<file path="src/rtl/aemb_mem_arb.sv">
// Two-master (instruction/data) arbiter onto one single-port synchronous RAM.
// Data wins by default; a waiting instruction fetch is forced through after STARVE data grants.
module aemb_mem_arb #(
    parameter int unsigned AW     = 16,
    parameter int unsigned STARVE = 4
) (
    input  logic          sys_clk_i,
    input  logic          sys_rst_i,
    input  logic          iwb_stb_i,
    input  logic [AW-1:0] iwb_adr_i,
    output logic [31:0]   iwb_dat_o,
    output logic          iwb_ack_o,
    input  logic          dwb_stb_i,
    input  logic          dwb_we_i,
    input  logic [3:0]    dwb_sel_i,
    input  logic [AW-1:0] dwb_adr_i,
    input  logic [31:0]   dwb_dat_i,
    output logic [31:0]   dwb_dat_o,
    output logic          dwb_ack_o,
    output logic          mem_en_o,
    output logic [3:0]    mem_we_o,
    output logic [AW-3:0] mem_adr_o,
    output logic [31:0]   mem_dat_o,
    input  logic [31:0]   mem_dat_i,
    output logic          err_o
);

    localparam int unsigned CW = $clog2(STARVE + 2);
    localparam logic [CW-1:0] StarveMax = CW'(STARVE);

    typedef enum logic [1:0] {StIdle, StAccI, StAccD, StAck} state_e;

    state_e          state_q;
    logic            gnt_data_q;
    logic            mem_en_q;
    logic [3:0]      mem_we_q;
    logic [AW-3:0]   mem_adr_q;
    logic [31:0]     mem_dat_q;
    logic            iack_q;
    logic            dack_q;
    logic            err_q;
    logic [CW-1:0]   starve_q;

    logic            grant_i;
    logic            grant_d;
    logic            sel_ok;
    logic [CW-1:0]   starve_inc;
    logic            adr_lsb_unused;

    assign adr_lsb_unused = ^{iwb_adr_i[1:0], dwb_adr_i[1:0]};

    always_comb begin
        unique case (dwb_sel_i)
            4'h1, 4'h2, 4'h4, 4'h8, 4'h3, 4'hC, 4'hF: sel_ok = 1'b1;
            default:                                  sel_ok = 1'b0;
        endcase
    end

    // Instruction only beats a pending data request once it has sat through STARVE data grants.
    always_comb begin
        grant_i    = iwb_stb_i && (!dwb_stb_i || (starve_q >= StarveMax));
        grant_d    = dwb_stb_i && !grant_i;
        starve_inc = (starve_q < StarveMax) ? starve_q + CW'(1) : starve_q;
    end

    always_ff @(posedge sys_clk_i or negedge sys_rst_i) begin
        if (!sys_rst_i) begin
            state_q    <= StIdle;
            gnt_data_q <= 1'b0;
            mem_en_q   <= 1'b0;
            mem_we_q   <= 4'h0;
            mem_adr_q  <= '0;
            mem_dat_q  <= '0;
            iack_q     <= 1'b0;
            dack_q     <= 1'b0;
            err_q      <= 1'b0;
            starve_q   <= '0;
        end else begin
            unique case (state_q)
                StIdle: begin
                    if (grant_i) begin
                        state_q    <= StAccI;
                        gnt_data_q <= 1'b0;
                        mem_en_q   <= 1'b1;
                        mem_we_q   <= 4'h0;
                        mem_adr_q  <= iwb_adr_i[AW-1:2];
                        mem_dat_q  <= '0;
                        starve_q   <= '0;
                    end else if (grant_d) begin
                        state_q    <= StAccD;
                        gnt_data_q <= 1'b1;
                        mem_en_q   <= 1'b1;
                        mem_we_q   <= (dwb_we_i && sel_ok) ? dwb_sel_i : 4'h0;
                        mem_adr_q  <= dwb_adr_i[AW-1:2];
                        mem_dat_q  <= dwb_dat_i;
                        starve_q   <= iwb_stb_i ? starve_inc : '0;
                        if (dwb_we_i && !sel_ok) begin
                            err_q <= 1'b1;
                        end
                    end else begin
                        starve_q <= '0;
                    end
                end
                StAccI, StAccD: begin
                    state_q  <= StAck;
                    mem_en_q <= 1'b0;
                    mem_we_q <= 4'h0;
                    iack_q   <= !gnt_data_q;
                    dack_q   <= gnt_data_q;
                    if (!iwb_stb_i) begin
                        starve_q <= '0;
                    end
                end
                StAck: begin
                    state_q <= StIdle;
                    iack_q  <= 1'b0;
                    dack_q  <= 1'b0;
                    if (!iwb_stb_i) begin
                        starve_q <= '0;
                    end
                end
                default: begin
                    state_q <= StIdle;
                end
            endcase
        end
    end

    assign mem_en_o  = mem_en_q;
    assign mem_we_o  = mem_we_q;
    assign mem_adr_o = mem_adr_q;
    assign mem_dat_o = mem_dat_q;
    assign iwb_ack_o = iack_q;
    assign dwb_ack_o = dack_q;
    assign err_o     = err_q;

    // RAM output is held while mem_en_o is low, so it can be passed straight through in ACK.
    assign iwb_dat_o = iack_q ? mem_dat_i : 32'h0;
    assign dwb_dat_o = dack_q ? mem_dat_i : 32'h0;

endmodule
</file>
<file path="config.mk">
export PLATFORM = sky130hd
export DESIGN_NAME = aemb_mem_arb
export DESIGN_NICKNAME = d
export VERILOG_FILES = /design/src/rtl/aemb_mem_arb.sv
export SDC_FILE = /design/constraint.sdc
export NUM_CORES = 1
export LEC_CHECK = 0
export CAP_MARGIN = 0
export CORE_ASPECT_RATIO = 0.75
export CORE_MARGIN = 1.5
export CORE_UTILIZATION = 30
export CTS_CLUSTER_DIAMETER = 100
export CTS_CLUSTER_SIZE = 40
export DETAILED_ROUTE_END_ITERATION = 8
export GPL_ROUTABILITY_DRIVEN = 0
export PLACE_DENSITY = 0.76
export RECOVER_POWER = 100
export SLEW_MARGIN = 20
export SYNTH_ARGS = -nofsm -noshare
export SYNTH_HDL_FRONTEND = slang
export SYNTH_SLANG_ARGS = --single-unit
</file>
<file path="constraint.sdc">
create_clock -name sys_clk_i -period 1.55 [get_ports sys_clk_i]
set_clock_uncertainty 0.15 [all_clocks]
set_input_delay 0.2325 -clock sys_clk_i [delete_from_list [all_inputs] [get_ports sys_clk_i]]
set_output_delay 0.2325 -clock sys_clk_i [all_outputs]
set_load 0.02 [all_outputs]
</file>
## Yosys cells after proc, flatten, opt, wreduce, memory -nomap -nowiden

Cells that the tools add are included.

| storage, ports and cells | value |
|---|---|
| output and inout bits | 118 |
| logic and storage cells | 73 |
| input port bits | 105 |
| register bits after elaboration | 60 |

| cells by class | value |
|---|---|
| $lt $le $gt $ge | 2 |
| equality and inequality tests | 13 |
| muxes and demuxes | 26 |
| reduce and logical (&&, ||, !) cells | 20 |
| bitwise operators | 1 |
| add/subtract/negate cells | 1 |

Operators with widths:

| operator | count |
|---|---|
| $mux 32 | 4 |
| $mux 14 | 2 |
| $mux 3 | 5 |
| $eq 4x4->1 const B | 3 |
| $mux 4 | 3 |
| $eq 4x2->1 const B | 2 |
| $pmux 4 s2 | 1 |
| $reduce_or 7->1 | 1 |
| $pmux 1 s2 | 3 |
| $pmux 2 s3 | 1 |
| $pmux 3 s2 | 1 |
| $reduce_and 2->1 | 3 |
| $reduce_bool 2->1 | 3 |
| $ne 5x5->1 const B | 1 |
| $eq 2x2->1 const B | 2 |
| $eq 4x1->1 const B | 1 |
| $eq 4x3->1 const B | 1 |
| $logic_and 1x1->1 | 4 |
| $logic_not 1->1 | 4 |
| $mux 1 | 4 |
| $mux 2 | 2 |
| $reduce_and 4->1 | 1 |
| $add 3x1->3 const B | 1 |
| $ge 3x3->1 const B | 1 |
| other kinds (9) | 9 |

## Depth between registers and ports, before layout

Gate-level depths: netlist of run 1.

| logic depth | value |
|---|---|
| depth after elaboration | 8 |
| mapped depth | 6 |

## Least setup slack after synthesis of run 1

OpenSTA, ideal clock, no wires.

| timing path | value |
|---|---|
| path kind | flip-flop to flip-flop |
| start point | register state_q[0] |
| end point | register mem_dat_q[0], in the netlist mem_dat_o[0] |
| data required time | 1.279 ns |
| buffers on the path | 1 |
| setup slack | -0.015 ns |
| cell stages (with the launch flop) | 6 |
| arrival time | 1.294 ns |
| library setup time | 0.121 ns |
| cell sequence | dfrtp_1 inv_1 ha_1 o21ai_1 clkbuf_1 a22o_1 |

| between the ends | value |
|---|---|
| word-level cells in the longest chain between the ends | 2 |

RTL lines:

| what | RTL line | RTL |
|---|---|---|
| from (decl) | 33 | `state_e state_q;` |
| from (signal assigned) | 68 | `state_q <= StIdle;` |
| from (signal assigned) | 82 | `state_q <= StAccI;` |
| from (signal assigned) | 90 | `state_q <= StAccD;` |
| $logic_not 2->1 | 79 | `unique case (state_q)` |
| $reduce_and 2->1 (no line) | -- |  |
| to (signal assigned) | 95 | `mem_dat_q <= dwb_dat_i;` |
| to (decl) | 38 | `logic [31:0] mem_dat_q;` |

No other way between the ends.
A chain may end at the register's enable or synchronous reset.

## Worst setup path in the final report of run 1

| timing path | value |
|---|---|
| start point | register iack_q, in the netlist iwb_ack_o |
| end point | output iwb_dat_o[7] |

| between the ends | value |
|---|---|
| word-level cells in the longest chain between the ends | 1 |

RTL lines:

| what | RTL line | RTL |
|---|---|---|
| from (decl) | 39 | `logic iack_q;` |
| from (signal assigned) | 108 | `iack_q <= !gnt_data_q;` |
| $mux 32 | 138 | `assign iwb_dat_o = iack_q ? mem_dat_i : 32'h0;` |
| to (decl) | 11 | `output logic [31:0] iwb_dat_o,` |

No other way between the ends.

==> summary.txt, run 1 <==
Worst setup path
  • FF-to-FF Start: state_q[0]
  • Crit-path max FO: 11
  • Largest stage delay, worst path: about 0.43 ns
  • Req. time, crit path: 1.17 ns
  • Arrival time worst endpoint: 1.32 ns
  • Path type of the worst setup path: reg -> out
  • Slowest cell on crit path: dfrtp_2
  • Startpoint types: flip-flop
  • Crit. End Element: output pin
  • FF-to-FF path depth: 4
  • Crit path cell chain: buf_12 > buf_4 > and2_1 > buf_2
  • Critical path launch point: iwb_ack_o

Logic synthesis
  • Top-count cell post-synth: and2_1
  • Area contributors post-synth: dfrtp_1 (52%), and2_1 (14%), a22o_1 (11%)
  • Async S/R FF share, synth: 100%
  • Seq/Total Area, Yosys: around 52%
  • Ys Warns: 0
  • Syn_nets: 378
  • Cell area after synthesis: 2890 um2
  • Top_reg_cell synth: dfrtp_1
  • Cell taking the most area after synthesis: dfrtp_1
  • Top cells by count, synth: and2_1 (65), dfrtp_1 (60), a22o_1 (36), nand2_1 (21), o21ai_1 (19)
  • Yosys cell types: 26
  • Share of the synthesized area in the top cell type: a little over 50%
  • Syn Area/Cell: 10.8 um2
  • Number of synthesized flops with an enable pin: 0
  • Synth Instances: 269
  • FF+latch count, synth: 60

Global route
  • Number of global-route vias before repair: 2901
  • GR Overflow Total: 0
  • Largest net degree at the start of global routing: 61
  • Initial antenna violation count: 2
  • GRT Util Overall: around a fifth
  • Global-route wire length before repair: 15.1 mm

Layout
  • Nets: 629
  • Final cell count without fillers: ~660
  • Cell area after layout: around 6000 um2
  • Layout area overhead: 107%
  • Fraction of layout cells with a size suffix above 1: 33.1%

STA
  • Min cycle time layout: roughly 1.7 ns
  • Final WS setup: -0.152 ns
  • Final Hold Fails: 0
  • RSZ-0062 raised after global routing: yes
  • Max-slew headroom: 45.3%
  • Fmax: 0.587 GHz
  • Final setup viols: 100
  • Max-slew violations: 0
  • Tcrit/Tclk final: 110%
  • Worst slew pin tran: 0.821 ns

CTS
  • CTS tree: done
  • CTS Buf Count: 9
  • Root buffer cell: clkbuf_16
  • H-tree levels: 3
  • CTS max path bufs: 2
  • Worst skew pair latency: 0.32 ns
  • # clock sinks: 60
  • Clock transition at path regs: approximately 0.05 ns

Run
  • Max-Cap Viols: 0

Detailed routing
  • Drt pass-1 iters: 4
  • Final antenna-violating net count: 0
  • Final WL: 10.6 mm
  • Wire per inst: between 15 and 20 um
  • Drt drc: 0
  • Vias: just over 3000
  • Initial DRC count: approximately 110
  • Vias per cell: 4.65

Floorplanning
  • Core Area: 9200 um2
  • Site row count: 30
  • Die area: 10200 um2
  • Die Wd: 116 um
  • Starting Density: 31.5%
  • Die Y: 88.0 um
  • Io pins: 223

Pwr
  • Cell Pwr Density: 1930 nW/um2
  • Leak Pwr: 2.93 nW
  • VDD IR max: 0.870 mV

Placed design
  • Pre-CTS setup slack: -0.375 ns
  • Placed Instances: just over 600
  • Final HPWL DP: ~7.5 mm
  • Cell Area, Placed: 5430 um2
  • Port bufs: 218

Run status
  • Status: complete, but fails checks
  • Failing checks: negative setup slack

Min path
  • Worst hold stages: 2
  • Worst hold start: dwb_sel_i[2]
  • Hold Crit Class: in -> reg
[cell usage in the layout, fill, tap and decap left out, types with 16 or more instances in the layout]
| cell | n |
|---|---|
| buf_2 | 27 |
| buf_4 | 21 |
| a22o_1 | 36 |
| clkdlybuf4s50_1 | 94 |
| and2_4 | 38 |
| dlygate4sd2_1 | 55 |
| nand2_1 | 21 |
| buf_6 | 47 |
| and2_1 | 26 |
| dfrtp_1 | 58 |
| o21ai_1 | 16 |
[through the flow]
stage	hold slack (ns)	setup TNS [ns]	utilization, %	power [mW]
3_3_place_gp	0.113	-25.74	59.0	8.85
6_report	0.175	-5.20	65.1	11.5
4_1_cts	0.164	-6.24	60.9	10.9
2_1_floorplan	-0.213	0	-	5.69
5_1_grt	0.186	-10.17	65.1	12.1
3_5_place_dp	0.114	-28.01	59.0	8.96
[power by group]
part,switching [mW],total (mW),internal (mW)
logic,3.26,6.51,3.25
registers,0.409,2.70,2.29
clock network,0.707,2.32,1.61
total,4.37,11.5,7.15
[worst paths after layout]
path                                 end  slack, ns
hold reg to reg             mem_adr_o[3]       0.33
min in group asynchronous  mem_dat_o[16]       0.50
setup / recovery            iwb_dat_o[7]      -0.15
max in group asynchronous      dwb_ack_o       0.16
setup reg to reg             mem_we_o[0]          0
hold / removal               mem_we_o[2]       0.17
[repair_timing]
item / 4_1_cts / 5_1_grt
hold buffers: 1 / 0
endpoints found under the hold margin: 60 / 0
cloned: 2 / 7
endpoints found under the setup margin: 159 / 83
setup buffers: 6 / 2
pin swaps: 4 / 30
gates resized for setup: 351 / 112
[state kept, by name, indices dropped and copies added (netlist names)]
name / cells
mem_adr_o: 14
mem_we_o: 4
starve_q: 3
dwb_ack_o: 1
err_o: 1
iwb_ack_o: 1
state_q: 2
mem_dat_o: 32
mem_en_o: 1
gnt_data_q: 1
[layer usage]
metal / up-vias / track usage, % / share of wire, % / routed length (um)
li1: 1446 / - / - / -
met1: 1448 / 21.0 / 38 / 4030
met2: 141 / 35.5 / 52 / 5570
met3: 10 / 6.71 / 8.4 / 897
met4: 0 / 6.43 / 1.2 / 129
met5: - / 0 / 0 / 0
[cell type report]
cell class | instances | area, um2
sequential | 60 | 1500
timing repair buffer | 259 | 2510
antenna | 2 | 5.00
clock inverter | 6 | 111
tap | 128 | 160
fill | 731 | 3210
inverter | 4 | 15.0
multi-input combinational | 186 | 1440
clock buffer | 10 | 239
[kinds of logic after synthesis]
| family | Yosys count | synth area share (%) |
|---|---|---|
| compound gates | 64 | 17.5 |
| fa+ha+maj | 4 | 1.73 |
| simple gates | 103 | 20.0 |
| flops | 60 | 51.9 |
| buf+inv | 23 | 3.72 |
| mux | 15 | 5.19 |
[worst max-delay path: cells and delay by family, from the launching register on]
family	cells	cell delay (ns)
buffers and inverters	3	0.43
flip-flops	1	0.43
AND/OR/NAND/NOR	1	0.14
Note: power is estimated with default switching activity, not from simulation.
==> inputs of run 2 (changes only) <==
- SLEW_MARGIN: 20 -> 0
==> results of run 2 <==
Final layout, timing and power as in run 1 (identical DEF).
==> inputs of run 3 (changes only) <==
- ABC_CLOCK_PERIOD_IN_PS: default -> 2000
- CORE_UTILIZATION: 30 -> 36
- PLACE_DENSITY: 0.76 -> 0.86
- clock period: 1.55 -> 2 ns (I/O delays scaled with it)
==> summary.txt, run 3 (synthesized netlist as in run 1, its figures left out) <==
Global route
  • GRT Util Overall: 21.5% (was 19.4%)
  • GR Overflow Total: 0 (unchanged)
  • GR met3 Demand/Resource: 6.41% (was 6.71%)
  • Largest net degree at the start of global routing: 41 (was 61)
  • Global-route wire length before repair: 14.2 mm (was 15.1 mm)
  • M2 GR Usage: 39.9% (was 35.5%)
  • Initial antenna violation count: 1 (was 2)
  • GRT Max-Usage Layer: met2 (unchanged)
  • M1 GR Usage: 23.5% (was 21.0%)
  • Number of global-route vias before repair: 2848 (was 2901)

Worst setup path
  • Critical path launch point: iwb_ack_o (unchanged)
  • Internal reg-to-reg setup slack: 0.18 ns (was 0 ns)
  • Crit. End Element: output pin (unchanged)
  • Arrival time worst endpoint: 1.48 ns (was 1.32 ns)
  • Critical Path Sink: iwb_ack_o (was iwb_dat_o[7])
  • R2r endpoint: mem_we_o[1] (was mem_we_o[0])
  • FF-to-FF path depth: 5 (was 4)
  • FF-to-FF Start: state_q[0] (unchanged)
  • Crit-path max FO: 34 (was 11)
  • Path type of the worst setup path: reg -> out (unchanged)
  • Req. time, crit path: 1.55 ns (was 1.17 ns)
  • Startpoint types: flip-flop (unchanged)

Detailed routing
  • Wire per inst: 15.5 um (was 16.2 um)
  • Final WL: 9.29 mm (was 10.6 mm)
  • Final antenna-violating net count: 0 (unchanged)
  • Initial DRC count: 86 (was 106)
  • Vias: 2847 (was 3045)
  • Drt drc: 0 (unchanged)
  • Vias per cell: 4.75 (was 4.65)
  • Drt pass-1 iters: 4 (unchanged)

Floorplanning
  • Site row count: 28 (was 30)
  • Core Area: 7850 um2 (was 9200 um2)
  • Starting Density: 36.9% (was 31.5%)
  • Die Y: 80.6 um (was 88.0 um)
  • Io pins: 223 (unchanged)
  • Die area: 8590 um2 (was 10200 um2)
  • Die Wd: 107 um (was 116 um)

CTS
  • Root buffer cell: clkbuf_8 (was clkbuf_16)
  • # clock sinks: 60 (unchanged)
  • Clock transition at path regs: 0.06 ns (was 0.05 ns)
  • H-tree levels: 3 (unchanged)
  • CTS tree: done (unchanged)
  • CTS Buf Count: 9 (unchanged)
  • CTS max path bufs: 2 (unchanged)
  • Worst skew pair latency: 0.32 ns (about the same)
  • Post-CTS Setup Bufs: 0 (was 6)

STA
  • Tcrit/Tclk final: a little over nine tenths
  • Final setup viols: 0 (was 100)
  • Max-slew headroom: 19.7% (was 45.3%)
  • Final Hold Fails: 0 (unchanged)
  • Min cycle time layout: 1.93 ns
  • Max-slew violations: 0 (unchanged)
  • Total negative slack: 0 ns (was -5.20 ns)
  • Fmax: between 0.5 and 0.6 GHz
  • RSZ-0062 raised after global routing: no (was yes)
  • Worst slew pin tran: 1.21 ns (was 0.821 ns)

Run
  • Max-Cap Viols: 0 (unchanged)

Placed design
  • Placed Instances: 583 (was 621)
  • Final HPWL DP: 7.27 mm (was 7.50 mm)
  • Port bufs: 218 (unchanged)

Layout
  • Fraction of layout cells with a size suffix above 1: 5.06% (was 33.1%)
  • Max reg flops: 32 (unchanged)
  • Util after Layout: 68.0% (was 65.1%)
  • Layout area overhead: 84.6% (was 107%)
  • Final cell count without fillers: 600 (was 655)
  • Nets: 599 (was 629)
  • Commonest non-fill, non-tap cell in the layout: clkdlybuf4s50_1 (unchanged)
  • Filler cell count: 629 (was 731)
  • Most frequent cells in the layout: clkdlybuf4s50_1 (101), dlygate4sd2_1 (64), dfrtp_1 (60) (was clkdlybuf4s50_1 (94), dfrtp_1 (58), dlygate4sd2_1 (55))

Run status
  • Status: finished, final reports clean (was complete, but fails checks)

Pwr
  • Cell Pwr Density: 1350 nW/um2 (was 1930 nW/um2)
  • Leak Pwr: 2.59 nW (was 2.93 nW)
  • VDD IR max: 0.945 mV (was 0.870 mV)

Min path
  • Hold Crit Class: reg -> reg (was in -> reg)
## run 3: power breakdown
part	switching, mW	internal, mW
logic	2.23	1.87
clock network	0.455	0.601
registers	0.304	1.77
total	2.99	4.24
## run 3: repair_timing
item | in CTS | in global routing
endpoints found under the hold margin | 20 | 0
endpoints found under the setup margin | 64 | 0
gates resized for setup | 64 | 0
hold buffers | 1 | 0
## run 3: area by class of cell
cell class / count / area, um2 / area share, %
timing repair buffer: 229 / 2220 / 41.7
clock inverter: 4 / 50.0 / 0.937
tap: 105 / 131 / 2.46
antenna: 1 / 2.50 / 0.0469
clock buffer: 11 / 141 / 2.65
inverter: 4 / 15.0 / 0.281
multi-input combinational: 186 / 1270 / 23.9
sequential: 60 / 1500 / 28.1
## run 3: per-stage QoR
step | setup slack [ns] | power (mW) | hold WS [ns] | area, um2
after global routing | 0.0121 | 7.70 | 0.351 | 5340
final | 0.0710 | 7.23 | 0.322 | 5340
after detailed placement | 0.00469 | 6.78 | 0.145 | 5290
after CTS | 0.0413 | 7.64 | 0.321 | 5410
after floorplan | 0.435 | 4.41 | -0.146 | 2890
after global placement | 0.0119 | 6.67 | 0.129 | 5290
## run 3: how the worst min path moves through the flow
stage                 start             to  slack, ns  depth (start not counted)
3_3_place_gp      sys_rst_i   mem_dat_o[0]       0.13                          1
3_5_place_dp      sys_rst_i  mem_dat_o[15]       0.14                          1
6_report       mem_adr_o[0]   mem_adr_o[0]       0.32                          2
4_1_cts           sys_rst_i  mem_dat_o[15]       0.32                          2
2_1_floorplan     sys_rst_i      dwb_ack_o      -0.15                          0
5_1_grt               err_o          err_o       0.35                          1
## run 3: per-layer routing
layer / vias to the layer above / part of all wire [%]
met5: - / 0
met4: 0 / 2.0
met3: 11 / 8.4
met2: 135 / 51
met1: 1323 / 38
li1: 1378 / -
## run 3: worst max-delay path, cell delays in order (launching register included)
cell             delay [ns]
dfrtp_1                0.37
buf_12                 0.17
clkdlybuf4s50_1        0.61
